===== config.mk =====
export PLATFORM = sky130hd
export DESIGN_NAME = led_pattern_gen_flat
export DESIGN_NICKNAME = d
export VERILOG_FILES = /design/src/rtl/led_pattern_gen_if.sv /design/src/rtl/led_pattern_gen.sv /design/src/flat_wrapper.sv
export SDC_FILE = /design/constraint.sdc
export NUM_CORES = 1
export LEC_CHECK = 0
export ABC_CLOCK_PERIOD_IN_PS = 12400
export BUFFER_PORTS_ARGS = -buffer_cell sky130_fd_sc_hd__clkbuf_2
export CORE_ASPECT_RATIO = 1.25
export CORE_MARGIN = 5
export CORE_UTILIZATION = 40
export CTS_BUF_LIST = sky130_fd_sc_hd__clkbuf_4 sky130_fd_sc_hd__clkbuf_8
export CTS_CLUSTER_DIAMETER = 60
export DETAILED_ROUTE_END_ITERATION = 10
export REMOVE_ABC_BUFFERS = 1
export SLEW_MARGIN = 20
export SYNTH_ARGS = -nofsm -noshare
export SYNTH_HDL_FRONTEND = slang
export SYNTH_SLANG_ARGS = --single-unit

===== constraint.sdc =====
create_clock -name clk_in -period 12.4 [get_ports clk_in]
set_input_delay 1.24 -clock clk_in [delete_from_list [all_inputs] [get_ports clk_in]]
set_output_delay 1.24 -clock clk_in [all_outputs]
set_load 0.02 [all_outputs]

===== src/rtl/led_pattern_gen_if.sv =====
// Configuration write port for led_pattern_gen: valid/ready handshake carrying channel, mode and half-period.
interface led_pattern_gen_if #(
  parameter int CH_W  = 2,
  parameter int DIV_W = 25
);
  logic             cfg_valid_in;
  logic             cfg_ready_out;
  logic [CH_W-1:0]  cfg_ch_in;
  logic [1:0]       cfg_mode_in;
  logic [DIV_W-1:0] cfg_half_in;

  modport master (
    output cfg_valid_in, cfg_ch_in, cfg_mode_in, cfg_half_in,
    input  cfg_ready_out
  );

  modport slave (
    input  cfg_valid_in, cfg_ch_in, cfg_mode_in, cfg_half_in,
    output cfg_ready_out
  );
endinterface


===== src/rtl/led_pattern_gen.sv =====
// Multi-channel LED pattern generator: per-channel OFF / ON / BLINK / BREATHE with run-time configuration.
// Define LED_ACTIVE_LOW_EN to invert led_out at the output register for active-low boards.
module led_pattern_gen #(
  parameter int CLK_FREQ = 12_000_000,
  parameter int CH_NUM   = 4,
  parameter int CH_W     = 2,
  parameter int DIV_W    = 25,
  parameter int PWM_W    = 8
) (
  input  logic                clk_in,
  input  logic                rst_in,
  led_pattern_gen_if.slave    cfg,
  output logic [CH_NUM-1:0]   led_out
);

  typedef enum logic [1:0] {
    MODE_OFF     = 2'd0,
    MODE_ON      = 2'd1,
    MODE_BLINK   = 2'd2,
    MODE_BREATHE = 2'd3
  } mode_t;

  localparam logic [DIV_W-1:0] HALF_RST = DIV_W'(CLK_FREQ / 2);
  localparam logic [PWM_W-1:0] DUTY_MAX = '1;

`ifdef LED_ACTIVE_LOW_EN
  localparam logic LED_INV = 1'b1;
`else
  localparam logic LED_INV = 1'b0;
`endif

  mode_t            r_mode [CH_NUM];
  logic [DIV_W-1:0] r_half [CH_NUM];
  logic [DIV_W-1:0] r_cnt  [CH_NUM];
  logic [PWM_W-1:0] r_duty [CH_NUM];
  logic [CH_NUM-1:0] r_phase;
  logic [CH_NUM-1:0] r_dir;
  logic [PWM_W-1:0] r_pwm_cnt;
  logic             r_ready;
  logic [CH_NUM-1:0] r_led;

  logic             w_xfer;
  logic [DIV_W-1:0] w_half_ld;
  logic [CH_NUM-1:0] w_led_nxt;

  assign w_xfer        = cfg.cfg_valid_in && r_ready;
  assign w_half_ld     = (cfg.cfg_half_in == '0) ? DIV_W'(1) : cfg.cfg_half_in;
  assign cfg.cfg_ready_out = r_ready;
  assign led_out       = r_led;

  always_comb begin
    w_led_nxt = '0;
    for (int i = 0; i < CH_NUM; i++) begin
      case (r_mode[i])
        MODE_OFF:     w_led_nxt[i] = 1'b0;
        MODE_ON:      w_led_nxt[i] = 1'b1;
        MODE_BLINK:   w_led_nxt[i] = r_phase[i];
        MODE_BREATHE: w_led_nxt[i] = (r_pwm_cnt < r_duty[i]);
        default:      w_led_nxt[i] = 1'b0;
      endcase
    end
  end

  // dir 0 = counting up; the duty reverses at either end without overflowing
  always_ff @(posedge clk_in or posedge rst_in) begin
    if (rst_in) begin
      for (int i = 0; i < CH_NUM; i++) begin
        r_mode[i]  <= MODE_BLINK;
        r_half[i]  <= HALF_RST;
        r_cnt[i]   <= '0;
        r_duty[i]  <= '0;
        r_phase[i] <= ((i % 2) == 1);
        r_dir[i]   <= 1'b0;
      end
    end else begin
      for (int i = 0; i < CH_NUM; i++) begin
        if (w_xfer && (cfg.cfg_ch_in == CH_W'(i))) begin
          r_mode[i]  <= mode_t'(cfg.cfg_mode_in);
          r_half[i]  <= w_half_ld;
          r_cnt[i]   <= '0;
          r_duty[i]  <= '0;
          r_phase[i] <= 1'b0;
          r_dir[i]   <= 1'b0;
        end else if ((r_mode[i] == MODE_BLINK) || (r_mode[i] == MODE_BREATHE)) begin
          if (r_cnt[i] == r_half[i] - DIV_W'(1)) begin
            r_cnt[i] <= '0;
            if (r_mode[i] == MODE_BLINK) begin
              r_phase[i] <= ~r_phase[i];
            end else if (!r_dir[i]) begin
              if (r_duty[i] == DUTY_MAX) begin
                r_duty[i] <= DUTY_MAX - PWM_W'(1);
                r_dir[i]  <= 1'b1;
              end else begin
                r_duty[i] <= r_duty[i] + PWM_W'(1);
              end
            end else begin
              if (r_duty[i] == '0) begin
                r_duty[i] <= PWM_W'(1);
                r_dir[i]  <= 1'b0;
              end else begin
                r_duty[i] <= r_duty[i] - PWM_W'(1);
              end
            end
          end else begin
            r_cnt[i] <= r_cnt[i] + DIV_W'(1);
          end
        end
      end
    end
  end

  // ready drops for the single cycle after every accepted transfer, valid channel or not
  always_ff @(posedge clk_in or posedge rst_in) begin
    if (rst_in) begin
      r_pwm_cnt <= '0;
      r_ready   <= 1'b1;
      for (int i = 0; i < CH_NUM; i++) begin
        r_led[i] <= ((i % 2) == 1) ^ LED_INV;
      end
    end else begin
      r_pwm_cnt <= r_pwm_cnt + PWM_W'(1);
      r_ready   <= !w_xfer;
      r_led     <= w_led_nxt ^ {CH_NUM{LED_INV}};
    end
  end

endmodule

===== src/flat_wrapper.sv =====
// flat-port wrapper written by rule: the top's interface ports become plain ports
module led_pattern_gen_flat 
#(
  parameter int CLK_FREQ = 12_000_000,
  parameter int CH_NUM   = 4,
  parameter int CH_W     = 2,
  parameter int DIV_W    = 25,
  parameter int PWM_W    = 8
)
  (clk_in, rst_in, led_out, cfg_cfg_valid_in, cfg_cfg_ch_in, cfg_cfg_mode_in, cfg_cfg_half_in, cfg_cfg_ready_out);
  led_pattern_gen_if #(.CH_W(CH_W), .DIV_W(DIV_W)) cfg_i ();
  input  logic clk_in;
  input  logic rst_in;
  output logic [CH_NUM-1:0] led_out;
  input wire logic [$bits(cfg_i.cfg_valid_in)-1:0] cfg_cfg_valid_in;
  input wire logic [$bits(cfg_i.cfg_ch_in)-1:0] cfg_cfg_ch_in;
  input wire logic [$bits(cfg_i.cfg_mode_in)-1:0] cfg_cfg_mode_in;
  input wire logic [$bits(cfg_i.cfg_half_in)-1:0] cfg_cfg_half_in;
  output wire logic [$bits(cfg_i.cfg_ready_out)-1:0] cfg_cfg_ready_out;
  assign cfg_i.cfg_valid_in = cfg_cfg_valid_in;
  assign cfg_i.cfg_ch_in = cfg_cfg_ch_in;
  assign cfg_i.cfg_mode_in = cfg_cfg_mode_in;
  assign cfg_i.cfg_half_in = cfg_cfg_half_in;
  assign cfg_cfg_ready_out = cfg_i.cfg_ready_out;
  led_pattern_gen #(.CLK_FREQ(CLK_FREQ), .CH_NUM(CH_NUM), .CH_W(CH_W), .DIV_W(DIV_W), .PWM_W(PWM_W)) u_core (.clk_in(clk_in), .rst_in(rst_in), .cfg(cfg_i), .led_out(led_out));
endmodule

# Word level (Yosys, flattened, before mapping)
# Index checks and enable logic that the tools add are counted.
dict set report totals {
  register_bits 261
  latchBits 0
  ramBits 0
  romBits 0
  in_bits 32
  output_inout_bits 5
  memories 0
}
dict set report op_classes {
  addsub 17
  multipliers 0
  div 0
  n_lt_le_gt_ge 4
  n_eq_ne 27
  shifts 0
  n_mux 89
  n_bitwise 4
  reduce_logical 40
}
# op count
set op_table {}
lappend op_table {{$mux W25} 13}
lappend op_table {{$mux W8} 28}
lappend op_table {{$add A25 B1 Y25 const B} 4}
lappend op_table {{$eq A25 B25 Y1} 4}
lappend op_table {{$sub A25 B1 Y25 const B} 4}
lappend op_table {{$mux W1} 44}
lappend op_table {{$add A8 B1 Y8 const B} 5}
lappend op_table {{$eq A8 B8 Y1 const B} 4}
lappend op_table {{$logic_not A8 Y1} 4}
lappend op_table {{$lt A8 B8 Y1} 4}
lappend op_table {{$sub A8 B1 Y8 const B} 4}
lappend op_table {{$logic_not A25 Y1} 1}
lappend op_table {{$reduce_and A3 Y1} 8}
lappend op_table {{$reduce_bool A2 Y1} 12}
lappend op_table {{$eq A2 B2 Y1 const B} 10}
lappend op_table {{$pmux W1 S4} 4}
lappend op_table {{$eq A2 B1 Y1 const B} 5}
lappend op_table {{$logic_not A2 Y1} 5}
lappend op_table {{$ne A2 B1 Y1 const B} 4}
lappend op_table {{$logic_and A1 B1 Y1} 5}
lappend op_table {{$logic_or A1 B1 Y1} 4}
lappend op_table {{$not A1 Y1} 4}
lappend op_table {{$logic_not A1 Y1} 1}

# Longest topological paths before layout
dict set report depth {
  ltp_word 7
  ltp_mapped 13
  ltp_nobuf 11
}

# Worst setup path after synthesis
# Ideal clock, no wire load.
dict set report synth_path {
  path_kind {flip-flop to flip-flop}
  from {register u_core.r_half[6] (netlist name)}
  to {register u_core.r_duty[4] (netlist name)}
  setup_ps 66
  t_arrival_ps 3389
  required_time_ps 12334
  slack_ps 8945
  path_stages_with_launch 13
  period_less_slack_ps 3455
  path_cell_list {dfrtp_1 -> or4_1 -> buf_2 -> nor4b_4 -> a41oi_1 -> a32oi_1 -> a21oi_1 -> or3b_1 -> buf_2 -> or3_4 -> buf_6 -> or4_1 -> nand2_1}
}
dict set report synth_via {
  elab_chain_cells 4
}
# item line_no
set synth_lines {}
lappend synth_lines {{start: declaration} led_pattern_gen.sv:33} ;# logic [DIV_W-1:0] r_half [CH_NUM];
lappend synth_lines {{start signal: indexed assignment} led_pattern_gen.sv:79} ;# r_half[i] <= w_half_ld;
lappend synth_lines {{$sub A25 B1 Y25} led_pattern_gen.sv:85} ;# if (r_cnt[i] == r_half[i] - DIV_W'(1)) begin
lappend synth_lines {{$eq A25 B25 Y1} led_pattern_gen.sv:85}
lappend synth_lines {{$reduce_bool A2 Y1 (no source line)} n/a}
lappend synth_lines {{$reduce_and A3 Y1 (no source line)} n/a}
lappend synth_lines {{end signal: indexed assignment} led_pattern_gen.sv:91} ;# r_duty[i] <= DUTY_MAX - PWM_W'(1);
lappend synth_lines {{end signal: indexed assignment} led_pattern_gen.sv:94} ;# r_duty[i] <= r_duty[i] + PWM_W'(1);
lappend synth_lines {{end signal: indexed assignment} led_pattern_gen.sv:101} ;# r_duty[i] <= r_duty[i] - PWM_W'(1);
lappend synth_lines {{end: declaration} led_pattern_gen.sv:35} ;# logic [PWM_W-1:0] r_duty [CH_NUM];
# No other way between the ends.
# A chain may end at the register's enable or synchronous reset.

# Worst setup path in the final report
dict set report layout_path {
  from {register u_core.r_half[75] (netlist name)}
  to {register u_core.r_duty[30] (netlist name)}
}
# Same word-level chain as after synthesis.

==> results_dict.tcl <==
set metrics [dict create \
    htree_levels 2 \
    synth-simple-area-share_pct 29.1 \
    r2r_start "u_core.r_half[75]" \
    nFillCells 4229 \
    routed_wl_um 48000 \
    worstPathArrival_ns 4.69 \
    io_pins 37 \
    ys.flop_type "dfrtp_1" \
    first_global_vias 14600 \
    worstReg2RegEnd "u_core.r_duty[30]" \
    final_area_um2 18700 \
    synthesis.area_um2 17000 \
    numCtsBuffers 47 \
    critical_path.startpoint_type "flip-flop" \
    routedWlPerCell_um 18.0 \
    grt_usage_pct 20.3 \
    holdWs_ns 0.479 \
    insertion_delay_ns 0.64 \
    synth-compound-area-share_pct 12.6 \
    synth_edf_count 0 \
    vias_per_cell 5.64 \
    slew_headroom_pct 29.1 \
    grt_max_degree 130 \
    synthAdderAreaFrac_pct 3.61 \
    synth-xor-area-share_pct 11.3 \
    ant_nets 0 \
    cts_tree "done" \
    dieArea_um2 46700 \
    power.density_nw_per_um2 144 \
    rsz0062_at_grt "no" \
    std_cell_rows 84 \
    final.period_utilization_pct 33.6 \
    setup.worst_path.start "u_core.r_half[75]" \
    ys_ff_latch 261 \
    layout.area.seq_um2 6590 \
    vias 15000 \
    critical_path_class "flip-flop to flip-flop" \
    clk_pin_slew_ns 0.06 \
    setup.worst_path.end "u_core.r_duty[30]" \
    finalSetupTns_ns 0 \
    min_path_type "flip-flop to flip-flop" \
    post_cts_resized 0 \
    period_needed_ns 4.17 \
    drt_pass1_iterations 5 \
    clock_power_share_pct 33.6 \
    multi_input_area_um2 9750 \
    worst-path-max-fanout 5 \
    avgSynthCellArea_um2 8.22 \
    ff2ff_setup_slack_ns 8.23 \
    grt_antenna_before_repair 1 \
    drv_cap 0 \
    layout_commonest_cell "nand2_1" \
    setup_viol 0 \
    crit_slowest_cell "or4b_2" \
    drt_iter0_markers 1156 \
    cts_hold_buf 0 \
    fin_skew_ns 0.0422 \
    dieHeight_um 240 \
    holdCritStartpoint "u_core.r_half[82]" \
    ff2ff_path_depth 11 \
    ys_seq_area_share_pct 38.8 \
    mostFrequentLayoutCells "nand2_1 (409), dfrtp_1 (212), nor2_1 (166)" \
    slew_viol_final 0 \
    grt-ovfl-total 0 \
    finalHoldViolations 0 \
    drive_gt1_share_pct 10.2 \
    yosys_warnings 0 \
    end_kind "flip-flop" \
    io_buffers 36 \
    ir_drop_mv 0.0672 \
    hpwl_um 33900 \
    p_seq_share_pct 43.6 \
    grt_pass1_wl_um 77900 \
    routabilityCongestion 0.899 \
    p_leak_nw 8.03 \
    switching_share_pct 34.7 \
    cts.sinks 261 \
    synthMuxAreaShare_pct 0.663 \
    cp.required_ns 12.92 \
    critPathMaxStageDelay_ns 0.69 \
    synth_cells 2065 \
    synth_cell_types 80 \
    fmax_ghz 0.240 \
    final_util_pct 44.4 \
    area_growth_syn_to_layout_pct 9.92 \
    start_util_pct 40.4 \
    cts.path.max_buffers 3 \
    status "finished clean" \
    drc_errors 0 \
    chipWidth_um 194 \
    p_switching_uw 931 \
    post-cts-setup-buffers 0 \
    placed_area_um2 17600 \
    worst_slew_pin_slew_ns 1.06 \
    synth_top_family_by_area "simple AND/OR/NAND/NOR gates" \
    internal_power_mw 1.76 \
    core_um2 42000 \
    async_flop_share_pct 100 \
    clockRootBuffer "clkbuf_8" \
    nNetsFinal 2149 \
    p_comb_share_pct 22.8 \
    crit_chain "inv_1 > ha_1 > nor4b_1 > and3_1 > o2111ai_1 > nor4_1 > nand4_1 > nor4b_1 > nand4_1 > or4b_2 > o21ai_0" \
]
## how the worst min path moves through the flow
stage,endpoint,cells past startpoint
after floorplan,u_core.r_half[69],2
after global placement,u_core.r_half[15],2
after detailed placement,u_core.r_half[82],2
after CTS,u_core.r_half[82],2
after global routing,u_core.r_half[36],2
final,u_core.r_half[82],2
## Yosys cell counts (10+ instances only)
master | n | area, µm²
nand4_1 | 59 | 369
or2_2 | 11 | 68.8
nand2b_1 | 21 | 131
a21o_1 | 17 | 128
or3_1 | 20 | 125
nor2b_1 | 11 | 68.8
ha_1 | 49 | 613
a21oi_1 | 60 | 300
xor2_1 | 109 | 955
dfrtp_1 | 212 | 5310
dfstp_2 | 49 | 1290
xnor2_1 | 107 | 937
nand2_1 | 409 | 1540
o21ai_0 | 99 | 495
nand3_1 | 79 | 395
nor4_1 | 54 | 338
clkbuf_1 | 82 | 308
and3_1 | 34 | 213
a211oi_1 | 19 | 143
o211ai_1 | 10 | 75.1
inv_1 | 76 | 285
nor3_1 | 81 | 405
a31oi_1 | 18 | 113
nor2_1 | 168 | 631
or4_1 | 21 | 158
## registers in the layout, indices dropped and copies added (netlist names)
name                      count
u_core.r_cnt                100
u_core.r_half               100
u_core.r_duty                32
u_core.r_mode                 8
u_core.r_pwm_cnt              8
u_core.led_out                4
u_core.r_dir                  4
u_core.r_phase                4
u_core.cfg.cfg_ready_out      1
## power by group through the flow
stage	clock network, mW	registers, mW	logic, mW
floorplan	0	1.13	0.467
global placement	0	1.18	0.599
detailed placement	0	1.18	0.612
CTS	0.932	1.17	0.615
global route	0.964	1.19	0.693
finish	0.902	1.17	0.614
## critical path: cells and delay by family (launching register included)
| family | cells | cell delay [ns] |
|---|---|---|
| DFF | 1 | 0.43 |
| and+or+nand+nor | 7 | 3.15 |
| buffers and inverters | 1 | 0.08 |
| AOI/OAI and AO/OA | 2 | 0.23 |
| adders and majority gates | 1 | 0.20 |
## cells by family (layout without fill, tap and decap cells)
| logic type | after synthesis | in the layout |
|---|---|---|
| compound gates | 329 | 329 |
| xor+xnor | 217 | 217 |
| fa+ha+maj | 49 | 49 |
| buf+inv | 172 | 213 |
| flops | 261 | 261 |
| mux | 11 | 11 |
| other cells | 0 | 1 |
| simple gates | 1026 | 1026 |
## final cells by class
class | count | area share [%]
multi-input combinational | 1632 | 52.2
sequential | 261 | 35.3
clock buffer | 73 | 4.88
tap | 559 | 3.75
inverter | 76 | 1.57
timing repair buffer | 50 | 1.53
clock inverter | 14 | 0.724
antenna | 1 | 0.0134
## per-stage QoR
step / cells / setup WS, ns / total power [mW]
6_report: 2666 / 8.23 / 2.69
3_5_place_dp: 2578 / 8.33 / 1.79
5_1_grt: 2666 / 7.94 / 2.85
3_3_place_gp: 2578 / 8.49 / 1.78
4_1_cts: 2665 / 8.35 / 2.71
2_1_floorplan: 1969 / 4.06 / 1.59
## routing by layer
layer,up-vias,track usage [%],share of wire [%]
li1,7252,-,-
met1,7239,25.9,44
met2,417,33.5,46
met3,130,3.53,5.1
met4,0,10.1,5.0
met5,-,0,0
(Power assumes the default switching activity.)
